<file path="src/rtl/bcd_field_scheduler_pkg.sv">
// Shared types and constants for the time-sharing BCD field scheduler.
// Field order is the order fields are fed to the external converter.
package bcd_field_scheduler_pkg;

    typedef enum logic [2:0] {
        ST_GAP     = 3'd0,
        ST_SNAP    = 3'd1,
        ST_ISSUE   = 3'd2,
        ST_WAIT    = 3'd3,
        ST_STORE   = 3'd4,
        ST_PUBLISH = 3'd5
    } sched_state_e;

    typedef logic [2:0] fld_idx_t;

    localparam fld_idx_t FLD_SEC  = 3'd0;
    localparam fld_idx_t FLD_MIN  = 3'd1;
    localparam fld_idx_t FLD_HOUR = 3'd2;
    localparam fld_idx_t FLD_DAY  = 3'd3;
    localparam fld_idx_t FLD_MON  = 3'd4;
    localparam fld_idx_t FLD_YEAR = 3'd5;

    localparam logic [3:0] ERR_DIGIT = 4'hF;

    // Element 0 holds the second, element 5 the year.
    typedef logic [5:0][7:0] snap_t;

    typedef struct packed {
        logic [3:0] hun_year;
        logic [3:0] ten_year;
        logic [3:0] one_year;
        logic [3:0] ten_mon;
        logic [3:0] one_mon;
        logic [3:0] ten_day;
        logic [3:0] one_day;
        logic [3:0] ten_hour;
        logic [3:0] one_hour;
        logic [3:0] ten_min;
        logic [3:0] one_min;
        logic [3:0] ten_sec;
        logic [3:0] one_sec;
    } bcd_frame_t;

    function automatic logic [7:0] field_of(input snap_t s, input fld_idx_t i);
        logic [7:0] r;
        case (i)
            FLD_SEC:  r = s[0];
            FLD_MIN:  r = s[1];
            FLD_HOUR: r = s[2];
            FLD_DAY:  r = s[3];
            FLD_MON:  r = s[4];
            FLD_YEAR: r = s[5];
            default:  r = 8'd0;
        endcase
        return r;
    endfunction

endpackage

</file>
<file path="src/rtl/bcd_field_scheduler_if.sv">
// Handshake between the scheduler (master) and the shared bin2bcd converter (slave).
interface bcd_field_scheduler_if;
    import bcd_field_scheduler_pkg::*;

    logic       conv_start;
    logic [7:0] conv_bin;
    logic       conv_done;
    logic [3:0] conv_hun;
    logic [3:0] conv_ten;
    logic [3:0] conv_one;

    modport master (
        output conv_start, conv_bin,
        input  conv_done, conv_hun, conv_ten, conv_one
    );

    modport slave (
        input  conv_start, conv_bin,
        output conv_done, conv_hun, conv_ten, conv_one
    );

endinterface

</file>
<file path="src/rtl/bcd_field_scheduler_shadow_bank.sv">
// Shadow digit registers filled one field at a time, copied to the visible
// frame only on publish so the outputs never show a partly updated sweep.
module bcd_shadow_bank
    import bcd_field_scheduler_pkg::*;
(
    input  logic       clk,
    input  logic       rst,
    input  logic       wr_en,
    input  fld_idx_t   wr_idx,
    input  logic [3:0] wr_hun,
    input  logic [3:0] wr_ten,
    input  logic [3:0] wr_one,
    input  logic       pub_en,
    output bcd_frame_t frame
);

    bcd_frame_t shadow_q, shadow_d;
    bcd_frame_t frame_q, frame_d;

    // Next shadow/frame contents: indexed field write, whole-frame publish copy.
    always_comb begin
        shadow_d = shadow_q;
        frame_d  = frame_q;
        if (wr_en) begin
            case (wr_idx)
                FLD_SEC: begin
                    shadow_d.ten_sec = wr_ten;
                    shadow_d.one_sec = wr_one;
                end
                FLD_MIN: begin
                    shadow_d.ten_min = wr_ten;
                    shadow_d.one_min = wr_one;
                end
                FLD_HOUR: begin
                    shadow_d.ten_hour = wr_ten;
                    shadow_d.one_hour = wr_one;
                end
                FLD_DAY: begin
                    shadow_d.ten_day = wr_ten;
                    shadow_d.one_day = wr_one;
                end
                FLD_MON: begin
                    shadow_d.ten_mon = wr_ten;
                    shadow_d.one_mon = wr_one;
                end
                FLD_YEAR: begin
                    shadow_d.hun_year = wr_hun;
                    shadow_d.ten_year = wr_ten;
                    shadow_d.one_year = wr_one;
                end
                default: begin
                    shadow_d = shadow_q;
                end
            endcase
        end else begin
            shadow_d = shadow_q;
        end
        if (pub_en) begin
            frame_d = shadow_q;
        end else begin
            frame_d = frame_q;
        end
    end

    // Shadow and published frame registers.
    always_ff @(posedge clk or posedge rst) begin
        if (rst) begin
            shadow_q <= '0;
            frame_q  <= '0;
        end else begin
            shadow_q <= shadow_d;
            frame_q  <= frame_d;
        end
    end

    assign frame = frame_q;

endmodule

</file>
<file path="src/rtl/bcd_field_scheduler.sv">
// Time-shares one external binary-to-BCD converter across the six time/date
// fields and publishes a coherent 13-digit frame after each sweep.
module bcd_field_scheduler
    import bcd_field_scheduler_pkg::*;
#(
    parameter int TIMEOUT  = 16,
    parameter int SCAN_GAP = 64
)
(
    input  logic        clk,
    input  logic        rst,
    input  logic        force_scan,
    input  logic [7:0]  year,
    input  logic [7:0]  month,
    input  logic [7:0]  day,
    input  logic [7:0]  hour,
    input  logic [7:0]  minute,
    input  logic [7:0]  second,
    bcd_field_scheduler_if.master conv,
    output logic [3:0]  hunYear,
    output logic [3:0]  tenYear,
    output logic [3:0]  oneYear,
    output logic [3:0]  tenMonth,
    output logic [3:0]  oneMonth,
    output logic [3:0]  tenDay,
    output logic [3:0]  oneDay,
    output logic [3:0]  tenHour,
    output logic [3:0]  oneHour,
    output logic [3:0]  tenMinute,
    output logic [3:0]  oneMinute,
    output logic [3:0]  tenSecond,
    output logic [3:0]  oneSecond,
    output logic        frame_valid,
    output logic        busy,
    output logic        err
);

    localparam int GAP_W = (SCAN_GAP > 1) ? $clog2(SCAN_GAP) : 1;
    localparam int TMO_W = (TIMEOUT > 1) ? $clog2(TIMEOUT) : 1;
    localparam logic [GAP_W-1:0] GAP_LAST = GAP_W'(SCAN_GAP - 1);
    localparam logic [TMO_W-1:0] TMO_LAST = TMO_W'(TIMEOUT - 1);

    sched_state_e     state_q, state_d;
    logic [GAP_W-1:0] gap_cnt_q, gap_cnt_d;
    logic [TMO_W-1:0] tmo_cnt_q, tmo_cnt_d;
    fld_idx_t         idx_q, idx_d;
    snap_t            snap_q, snap_d;
    logic             conv_start_q, conv_start_d;
    logic [7:0]       conv_bin_q, conv_bin_d;
    logic             busy_q, busy_d;
    logic             frame_valid_q, frame_valid_d;
    logic             err_q, err_d;

    logic             wr_en_s;
    logic [3:0]       wr_hun_s;
    logic [3:0]       wr_ten_s;
    logic [3:0]       wr_one_s;
    logic             pub_en_s;
    bcd_frame_t       frame_s;

    // Next-state and registered-output logic of the sweep sequencer.
    always_comb begin
        state_d       = state_q;
        gap_cnt_d     = gap_cnt_q;
        tmo_cnt_d     = tmo_cnt_q;
        idx_d         = idx_q;
        snap_d        = snap_q;
        conv_start_d  = 1'b0;
        conv_bin_d    = conv_bin_q;
        busy_d        = busy_q;
        frame_valid_d = 1'b0;
        err_d         = err_q;
        wr_en_s       = 1'b0;
        wr_hun_s      = conv.conv_hun;
        wr_ten_s      = conv.conv_ten;
        wr_one_s      = conv.conv_one;
        pub_en_s      = 1'b0;

        case (state_q)
            ST_GAP: begin
                if (force_scan || (gap_cnt_q == GAP_LAST)) begin
                    state_d   = ST_SNAP;
                    gap_cnt_d = '0;
                    busy_d    = 1'b1;
                end else begin
                    gap_cnt_d = gap_cnt_q + GAP_W'(1);
                end
            end
            ST_SNAP: begin
                snap_d       = {year, month, day, hour, minute, second};
                idx_d        = FLD_SEC;
                conv_bin_d   = second;
                conv_start_d = 1'b1;
                state_d      = ST_ISSUE;
            end
            ST_ISSUE: begin
                tmo_cnt_d = '0;
                state_d   = ST_WAIT;
            end
            ST_WAIT: begin
                // The converter result is only valid in the done cycle, so it
                // goes straight into the shadow bank here.
                if (conv.conv_done) begin
                    wr_en_s = 1'b1;
                    state_d = ST_STORE;
                end else if (tmo_cnt_q == TMO_LAST) begin
                    wr_en_s  = 1'b1;
                    wr_hun_s = ERR_DIGIT;
                    wr_ten_s = ERR_DIGIT;
                    wr_one_s = ERR_DIGIT;
                    err_d    = 1'b1;
                    state_d  = ST_STORE;
                end else begin
                    tmo_cnt_d = tmo_cnt_q + TMO_W'(1);
                end
            end
            ST_STORE: begin
                if (idx_q == FLD_YEAR) begin
                    pub_en_s      = 1'b1;
                    frame_valid_d = 1'b1;
                    busy_d        = 1'b0;
                    state_d       = ST_PUBLISH;
                end else begin
                    idx_d        = idx_q + 3'd1;
                    conv_bin_d   = field_of(snap_q, idx_q + 3'd1);
                    conv_start_d = 1'b1;
                    state_d      = ST_ISSUE;
                end
            end
            ST_PUBLISH: begin
                gap_cnt_d = '0;
                state_d   = ST_GAP;
            end
            default: begin
                state_d   = ST_GAP;
                gap_cnt_d = '0;
                busy_d    = 1'b0;
            end
        endcase
    end

    // Sequencer state, counters, snapshot and output registers.
    always_ff @(posedge clk or posedge rst) begin
        if (rst) begin
            state_q       <= ST_GAP;
            gap_cnt_q     <= '0;
            tmo_cnt_q     <= '0;
            idx_q         <= FLD_SEC;
            snap_q        <= '0;
            conv_start_q  <= 1'b0;
            conv_bin_q    <= 8'd0;
            busy_q        <= 1'b0;
            frame_valid_q <= 1'b0;
            err_q         <= 1'b0;
        end else begin
            state_q       <= state_d;
            gap_cnt_q     <= gap_cnt_d;
            tmo_cnt_q     <= tmo_cnt_d;
            idx_q         <= idx_d;
            snap_q        <= snap_d;
            conv_start_q  <= conv_start_d;
            conv_bin_q    <= conv_bin_d;
            busy_q        <= busy_d;
            frame_valid_q <= frame_valid_d;
            err_q         <= err_d;
        end
    end

    bcd_shadow_bank u_shadow_bank (
        .clk    (clk),
        .rst    (rst),
        .wr_en  (wr_en_s),
        .wr_idx (idx_q),
        .wr_hun (wr_hun_s),
        .wr_ten (wr_ten_s),
        .wr_one (wr_one_s),
        .pub_en (pub_en_s),
        .frame  (frame_s)
    );

    assign conv.conv_start = conv_start_q;
    assign conv.conv_bin   = conv_bin_q;

    assign hunYear   = frame_s.hun_year;
    assign tenYear   = frame_s.ten_year;
    assign oneYear   = frame_s.one_year;
    assign tenMonth  = frame_s.ten_mon;
    assign oneMonth  = frame_s.one_mon;
    assign tenDay    = frame_s.ten_day;
    assign oneDay    = frame_s.one_day;
    assign tenHour   = frame_s.ten_hour;
    assign oneHour   = frame_s.one_hour;
    assign tenMinute = frame_s.ten_min;
    assign oneMinute = frame_s.one_min;
    assign tenSecond = frame_s.ten_sec;
    assign oneSecond = frame_s.one_sec;

    assign frame_valid = frame_valid_q;
    assign busy        = busy_q;
    assign err         = err_q;

endmodule
</file>
<file path="src/flat_wrapper.sv">
// flat-port wrapper written by rule: the top's interface ports become plain ports
module bcd_field_scheduler_flat import bcd_field_scheduler_pkg::*;
#(
    parameter int TIMEOUT  = 16,
    parameter int SCAN_GAP = 64
)
  (clk, rst, force_scan, year, month, day, hour, minute, second, hunYear, tenYear, oneYear, tenMonth, oneMonth, tenDay, oneDay, tenHour, oneHour, tenMinute, oneMinute, tenSecond, oneSecond, frame_valid, busy, err, conv_conv_start, conv_conv_bin, conv_conv_done, conv_conv_hun, conv_conv_ten, conv_conv_one);
  bcd_field_scheduler_if conv_i ();
  input  logic clk;
  input  logic rst;
  input  logic force_scan;
  input  logic [7:0] year;
  input  logic [7:0] month;
  input  logic [7:0] day;
  input  logic [7:0] hour;
  input  logic [7:0] minute;
  input  logic [7:0] second;
  output logic [3:0] hunYear;
  output logic [3:0] tenYear;
  output logic [3:0] oneYear;
  output logic [3:0] tenMonth;
  output logic [3:0] oneMonth;
  output logic [3:0] tenDay;
  output logic [3:0] oneDay;
  output logic [3:0] tenHour;
  output logic [3:0] oneHour;
  output logic [3:0] tenMinute;
  output logic [3:0] oneMinute;
  output logic [3:0] tenSecond;
  output logic [3:0] oneSecond;
  output logic frame_valid;
  output logic busy;
  output logic err;
  output wire logic [$bits(conv_i.conv_start)-1:0] conv_conv_start;
  output wire logic [$bits(conv_i.conv_bin)-1:0] conv_conv_bin;
  input wire logic [$bits(conv_i.conv_done)-1:0] conv_conv_done;
  input wire logic [$bits(conv_i.conv_hun)-1:0] conv_conv_hun;
  input wire logic [$bits(conv_i.conv_ten)-1:0] conv_conv_ten;
  input wire logic [$bits(conv_i.conv_one)-1:0] conv_conv_one;
  assign conv_conv_start = conv_i.conv_start;
  assign conv_conv_bin = conv_i.conv_bin;
  assign conv_i.conv_done = conv_conv_done;
  assign conv_i.conv_hun = conv_conv_hun;
  assign conv_i.conv_ten = conv_conv_ten;
  assign conv_i.conv_one = conv_conv_one;
  bcd_field_scheduler #(.TIMEOUT(TIMEOUT), .SCAN_GAP(SCAN_GAP)) u_core (.clk(clk), .rst(rst), .force_scan(force_scan), .year(year), .month(month), .day(day), .hour(hour), .minute(minute), .second(second), .conv(conv_i), .hunYear(hunYear), .tenYear(tenYear), .oneYear(oneYear), .tenMonth(tenMonth), .oneMonth(oneMonth), .tenDay(tenDay), .oneDay(oneDay), .tenHour(tenHour), .oneHour(oneHour), .tenMinute(tenMinute), .oneMinute(oneMinute), .tenSecond(tenSecond), .oneSecond(oneSecond), .frame_valid(frame_valid), .busy(busy), .err(err));
endmodule
</file>
<file path="config.mk">
export PLATFORM = sky130hd
export DESIGN_NAME = bcd_field_scheduler_flat
export DESIGN_NICKNAME = d
export VERILOG_FILES = /design/src/rtl/bcd_field_scheduler_pkg.sv /design/src/rtl/bcd_field_scheduler_if.sv /design/src/rtl/bcd_field_scheduler_shadow_bank.sv /design/src/rtl/bcd_field_scheduler.sv /design/src/flat_wrapper.sv
export SDC_FILE = /design/constraint.sdc
export NUM_CORES = 1
export LEC_CHECK = 0
export ABC_AREA = 1
export ABC_CLOCK_PERIOD_IN_PS = 9100
export CAP_MARGIN = 20
export CORE_UTILIZATION = 35
export DETAILED_ROUTE_END_ITERATION = 8
export GPL_TIMING_DRIVEN = 0
export PLACE_DENSITY = 0.64
export SETUP_SLACK_MARGIN = 0.3
export SYNTH_ARGS = -nofsm -noshare
export SYNTH_HDL_FRONTEND = slang
export SYNTH_SLANG_ARGS = --single-unit
</file>
<file path="constraint.sdc">
create_clock -name clk -period 9.1 [get_ports clk]
set_input_delay 1.365 -clock clk [delete_from_list [all_inputs] [get_ports clk]]
set_output_delay 1.365 -clock clk [all_outputs]
set_load 0.02 [all_outputs]
</file>
Word-level counts from Yosys, hierarchy flattened
Index checks and enable logic that the tools add are counted.

$add $sub $neg: 3. Eq/ne operators: 23. Multiplexer cells: 34. Bitwise operators: 2. Reductions and logical operators: 19.

Operators by type and width (count): $pmux W8 S6 (1); $mux W4 (11); $eq A3 B2 Y1 const B (6); $eq A3 B3 Y1 const B (6); $pmux W8 S2 (1); $reduce_and A2 Y1 (8); $mux W3 (5); $pmux W3 S5 (1); $pmux W6 S2 (1); $eq A3 B1 Y1 const B (3); $logic_not A3 Y1 (3); $reduce_and A3 Y1 (3); $mux W1 (8); $mux W8 (1); $pmux W4 S2 (1); $reduce_or A4 Y1 (2); $add A6 B1 Y6 const B (1); $eq A6 B6 Y1 const B (1); $mux W6 (1); $ne A2 B2 Y1 const B (3); $pmux W3 S2 (1); $add A4 B1 Y4 const B (1); $eq A4 B4 Y1 const B (1); $ne A2 B1 Y1 const B (2); 7 further kinds (9).

Bits in registers: 180. Input bits: 64. Output and inout port bits: 64.

Depth between registers and ports, before layout
Depth after elaboration: 5. Gate-level depth with buffers: 10. Mapped depth without buffers: 10.

Cells and area by module
A second synthesis with hierarchy kept.

Cells, all modules: 964. Area, all modules: 7911.3 um^2.

By module, submodules not included: bcd_shadow_bank (instances 1, cells each 455, area each 4102.7 um^2); bcd_field_scheduler (instances 1, cells each 509, area each 3808.7 um^2).

Worst setup path before layout
No wires, ideal clock.

Kind: input-to-reg. Start: in conv_conv_done. End: reg u_core.u_shadow_bank.shadow_q[40] (netlist bit). Arrival: 2.034 ns. Slack: 6.953 ns. Cell stages on the path: 7. Path through: inv_1 > nand2_1 > nand3_1 > buf_2 > nand2_1 > nand2_1 > inv_1.

Word-level cells in the longest chain between the ends: 3.

Ends and longest elaborated chain: start, declared (line flat_wrapper.sv:36) `input wire logic [$bits(conv_i.conv_done)-1:0] conv_conv_done;`; $mux W1 (line bcd_field_scheduler.sv:103) `if (conv.conv_done) begin`; $mux W1 (line bcd_field_scheduler.sv:79) `case (state_q)`; $reduce_and A2 Y1 (no source line); end signal, assigned (line bcd_field_scheduler_shadow_bank.sv:71) `shadow_q <= shadow_d;`; end, declared (line bcd_field_scheduler_shadow_bank.sv:17) `bcd_frame_t shadow_q, shadow_d;`.

Several ways; a longest one is shown, not always the timed one. A chain may end at the register's enable or synchronous reset.

Final worst setup path
Start: reg u_core.u_shadow_bank.frame_q (netlist bit u_core.u_shadow_bank.frame[31]). End: out tenDay[3].

RTL lines: start, declared (line bcd_field_scheduler_shadow_bank.sv:18) `bcd_frame_t frame_q, frame_d;`; start signal, assigned (line bcd_field_scheduler_shadow_bank.sv:72) `frame_q <= frame_d;`; end, declared (line flat_wrapper.sv:23) `output logic [3:0] tenDay;`.

No word-level cell between the ends.

==> out/results.ini <==
[status]
status = finished, violations left
failed_checks = design-rule violations

[critical_path]
end_kind = primary output
worstPathMaxFanout = 2
crit_slowest_cell = clkdlybuf4s50_1
path_cells = clkdlybuf4s50_1
required_ps = 7740
crit_family = buffers and inverters
worstSetupStartpointType = flop
crit_buf_inv = 1
cp.arrival_ps = 1450
cpPeakStageDelay_ps = 620
path_class = reg2out

[floorplanning]
start_util_pct = 36.1
core_um2 = 22000
die_h_um = 153
die_w_um = 153
die_area_um2 = 23300
rows = 54
ioPinCount = 128

[sta]
rsz0062_at_grt = false
fin_setup_tns_ps = 0
finalHoldViolations = 0
period_minus_slack_ps = 2820
finalMaxSlewViolations = 0
finClkSkew_ps = 20.2
fin_crit_sh_pct = 31.0
finalSetupViolations = 0
fmax_mhz = 355
relSlewSlack_pct = 55.1
fin_ws_ps = 6280
tightestPinTransition_ps = 670
holdWs_ps = 471

[power_and_ir_drop]
power.leakage_nw = 5.48
cellPowerDensity_nw_per_um2 = 250
fin_total_pwr_mw = 2.54
peakVddDrop_mv = 0.133

[clock_network]
htree_levels = 4
numClockSinks = 180
post_cts_resized = 0
cts_buffers = 17
path_clk_slew_ps = 70
ctsHoldBuffers = 0
clockBufferDepth = 2
postCtsSetupBuffers = 0
clock_latency_ps = 440
cts_tree = yes
root_buffer = clkbuf_16

[worst_hold_path]
hp-class = reg2reg

[yosys]
synth.net_count = 1073
ys_ff_latch = 180
syn_avg_cell_area_um2 = 7.94
synth_warnings = 0
syn_area_um2 = 7950
ys_seq_area_share_pct = 56.6
yosysUniqueCellTypes = 25
syn_inst = 1001

[placed_design]
place_area_um2 = 9610
gp_congestion = 0.771
place_ws_ps = 6000
post-dp-hpwl_um = 13900
dp.cells = 1409
io_buffer_count = 127

[route]
antenna_left = 0
drc = 8
dr.first_iter.drc_count = 323
drt-total-wl_um = 19700
wl_per_cell_um = 13.7
vias = 6543
avgViaCountPerCell = 4.54
firstDrtPassIters = 8

[layout]
synthToLayoutAreaGrowth_pct = 27.9
fin_util_pct = 46.2
fin_nets = 1220
multi_input_area_um2 = 2880
final_cells = 1441
fin_area_um2 = 10200
diodes = 0
fillCellCount = 2173
drive_above_1_share_pct = 6.12
ff_latch_area_um2 = 4500

[grt]
grt_pass1_vias = 6352
grt_antenna_before_repair = 0
grt_max_degree = 125
grt_pass1_wl_um = 32600
track_usage_pct = 17.6
overflow = 0

[job]
maxCapViolations = 0

==> synthesized netlist by cell type, drive strengths merged <==
cell    instances  share of area, %
a21oi           1             0.063
and3            1             0.079
buf            22               2.0
clkbuf         10              0.47
clkinv          3              0.20
dfrtp         180                57
ha              8               1.3
inv            93               4.4
nand2         566                27
nand3          16               1.1
nand4          28               2.2
nor2           37               2.3
o21ai          32               2.0
o22ai           2              0.16
or2             1             0.079
xor2            1              0.11
==> cells in the final DEF (no fill, tap or decap), types with 3 or more instances in the layout <==
cell type,instances
o21ai_0,20
buf_2,13
clkinv_4,5
clkdlybuf4s50_1,127
buf_6,8
nor2_1,31
inv_1,90
dfrtp_1,180
inv_8,3
nand3_1,15
nand2_1,562
ha_1,8
nor2_4,6
clkbuf_16,17
nand4_1,28
o21ai_1,12
clkinvlp_4,3
clkbuf_1,10
nand2_2,3
==> power breakdown <==
group	internal, mW	total (mW)	switching [mW]	leakage [nW]
clock network	0.365	0.698	0.333	0.269
logic	0.261	0.738	0.476	2.92
registers	0.993	1.11	0.114	2.28
==> routing by layer <==
metal | track usage (%) | wire [um] | up-vias
met5 | 0 | 0 | -
met4 | 4.67 | 190 | 0
met3 | 3.13 | 890 | 13
met2 | 28.9 | 9340 | 176
met1 | 24.1 | 9280 | 3022
li1 | - | - | 3332
==> worst paths after layout <==
kind / startpoint / endpoint / slack, ps / cells past startpoint
setup / recovery: u_core.u_shadow_bank.frame[31] / tenDay[3] / 6280 / 1
hold / removal: u_core.u_shadow_bank.shadow_q[16] / u_core.u_shadow_bank.frame[16] / 470 / 2
setup reg to reg: u_core.idx_q[2] / u_core.conv.conv_bin[4] / 6990 / 9
hold reg to reg: u_core.u_shadow_bank.shadow_q[16] / u_core.u_shadow_bank.frame[16] / 470 / 2
max in group asynchronous: rst / u_core.snap_q[4] / 6810 / 3
min in group asynchronous: rst / u_core.u_shadow_bank.frame[1] / 1330 / 2
==> kinds of logic after synthesis <==
| kind of cell | Yosys count | share of synthesized area, % |
|---|---|---|
| compound gates | 35 | 2.23 |
| simple gates | 649 | 32.6 |
| flops | 180 | 56.6 |
| fa+ha+maj | 8 | 1.26 |
| xor+xnor | 1 | 0.110 |
| buf+inv | 128 | 7.11 |
==> state kept, by name (all words and copies together) (netlist names) <==
name                           cells
u_core.err                         1
u_core.snap_q                     48
u_core.frame_valid                 1
u_core.conv.conv_bin               8
u_core.u_shadow_bank.shadow_q     52
u_core.state_q                     3
u_core.tmo_cnt_q                   4
u_core.busy                        1
u_core.gap_cnt_q                   6
u_core.u_shadow_bank.frame        52
u_core.conv.conv_start             1
u_core.idx_q                       3
==> layout make-up <==
class,instances,area share [%]
sequential,180,44.3
multi-input combinational,693,28.3
timing repair buffer,128,12.8
clock buffer,18,4.32
inverter,96,3.67
tap,280,3.44
buffer,32,1.97
clock inverter,14,1.22
Note: power is estimated with default switching activity, not from simulation.
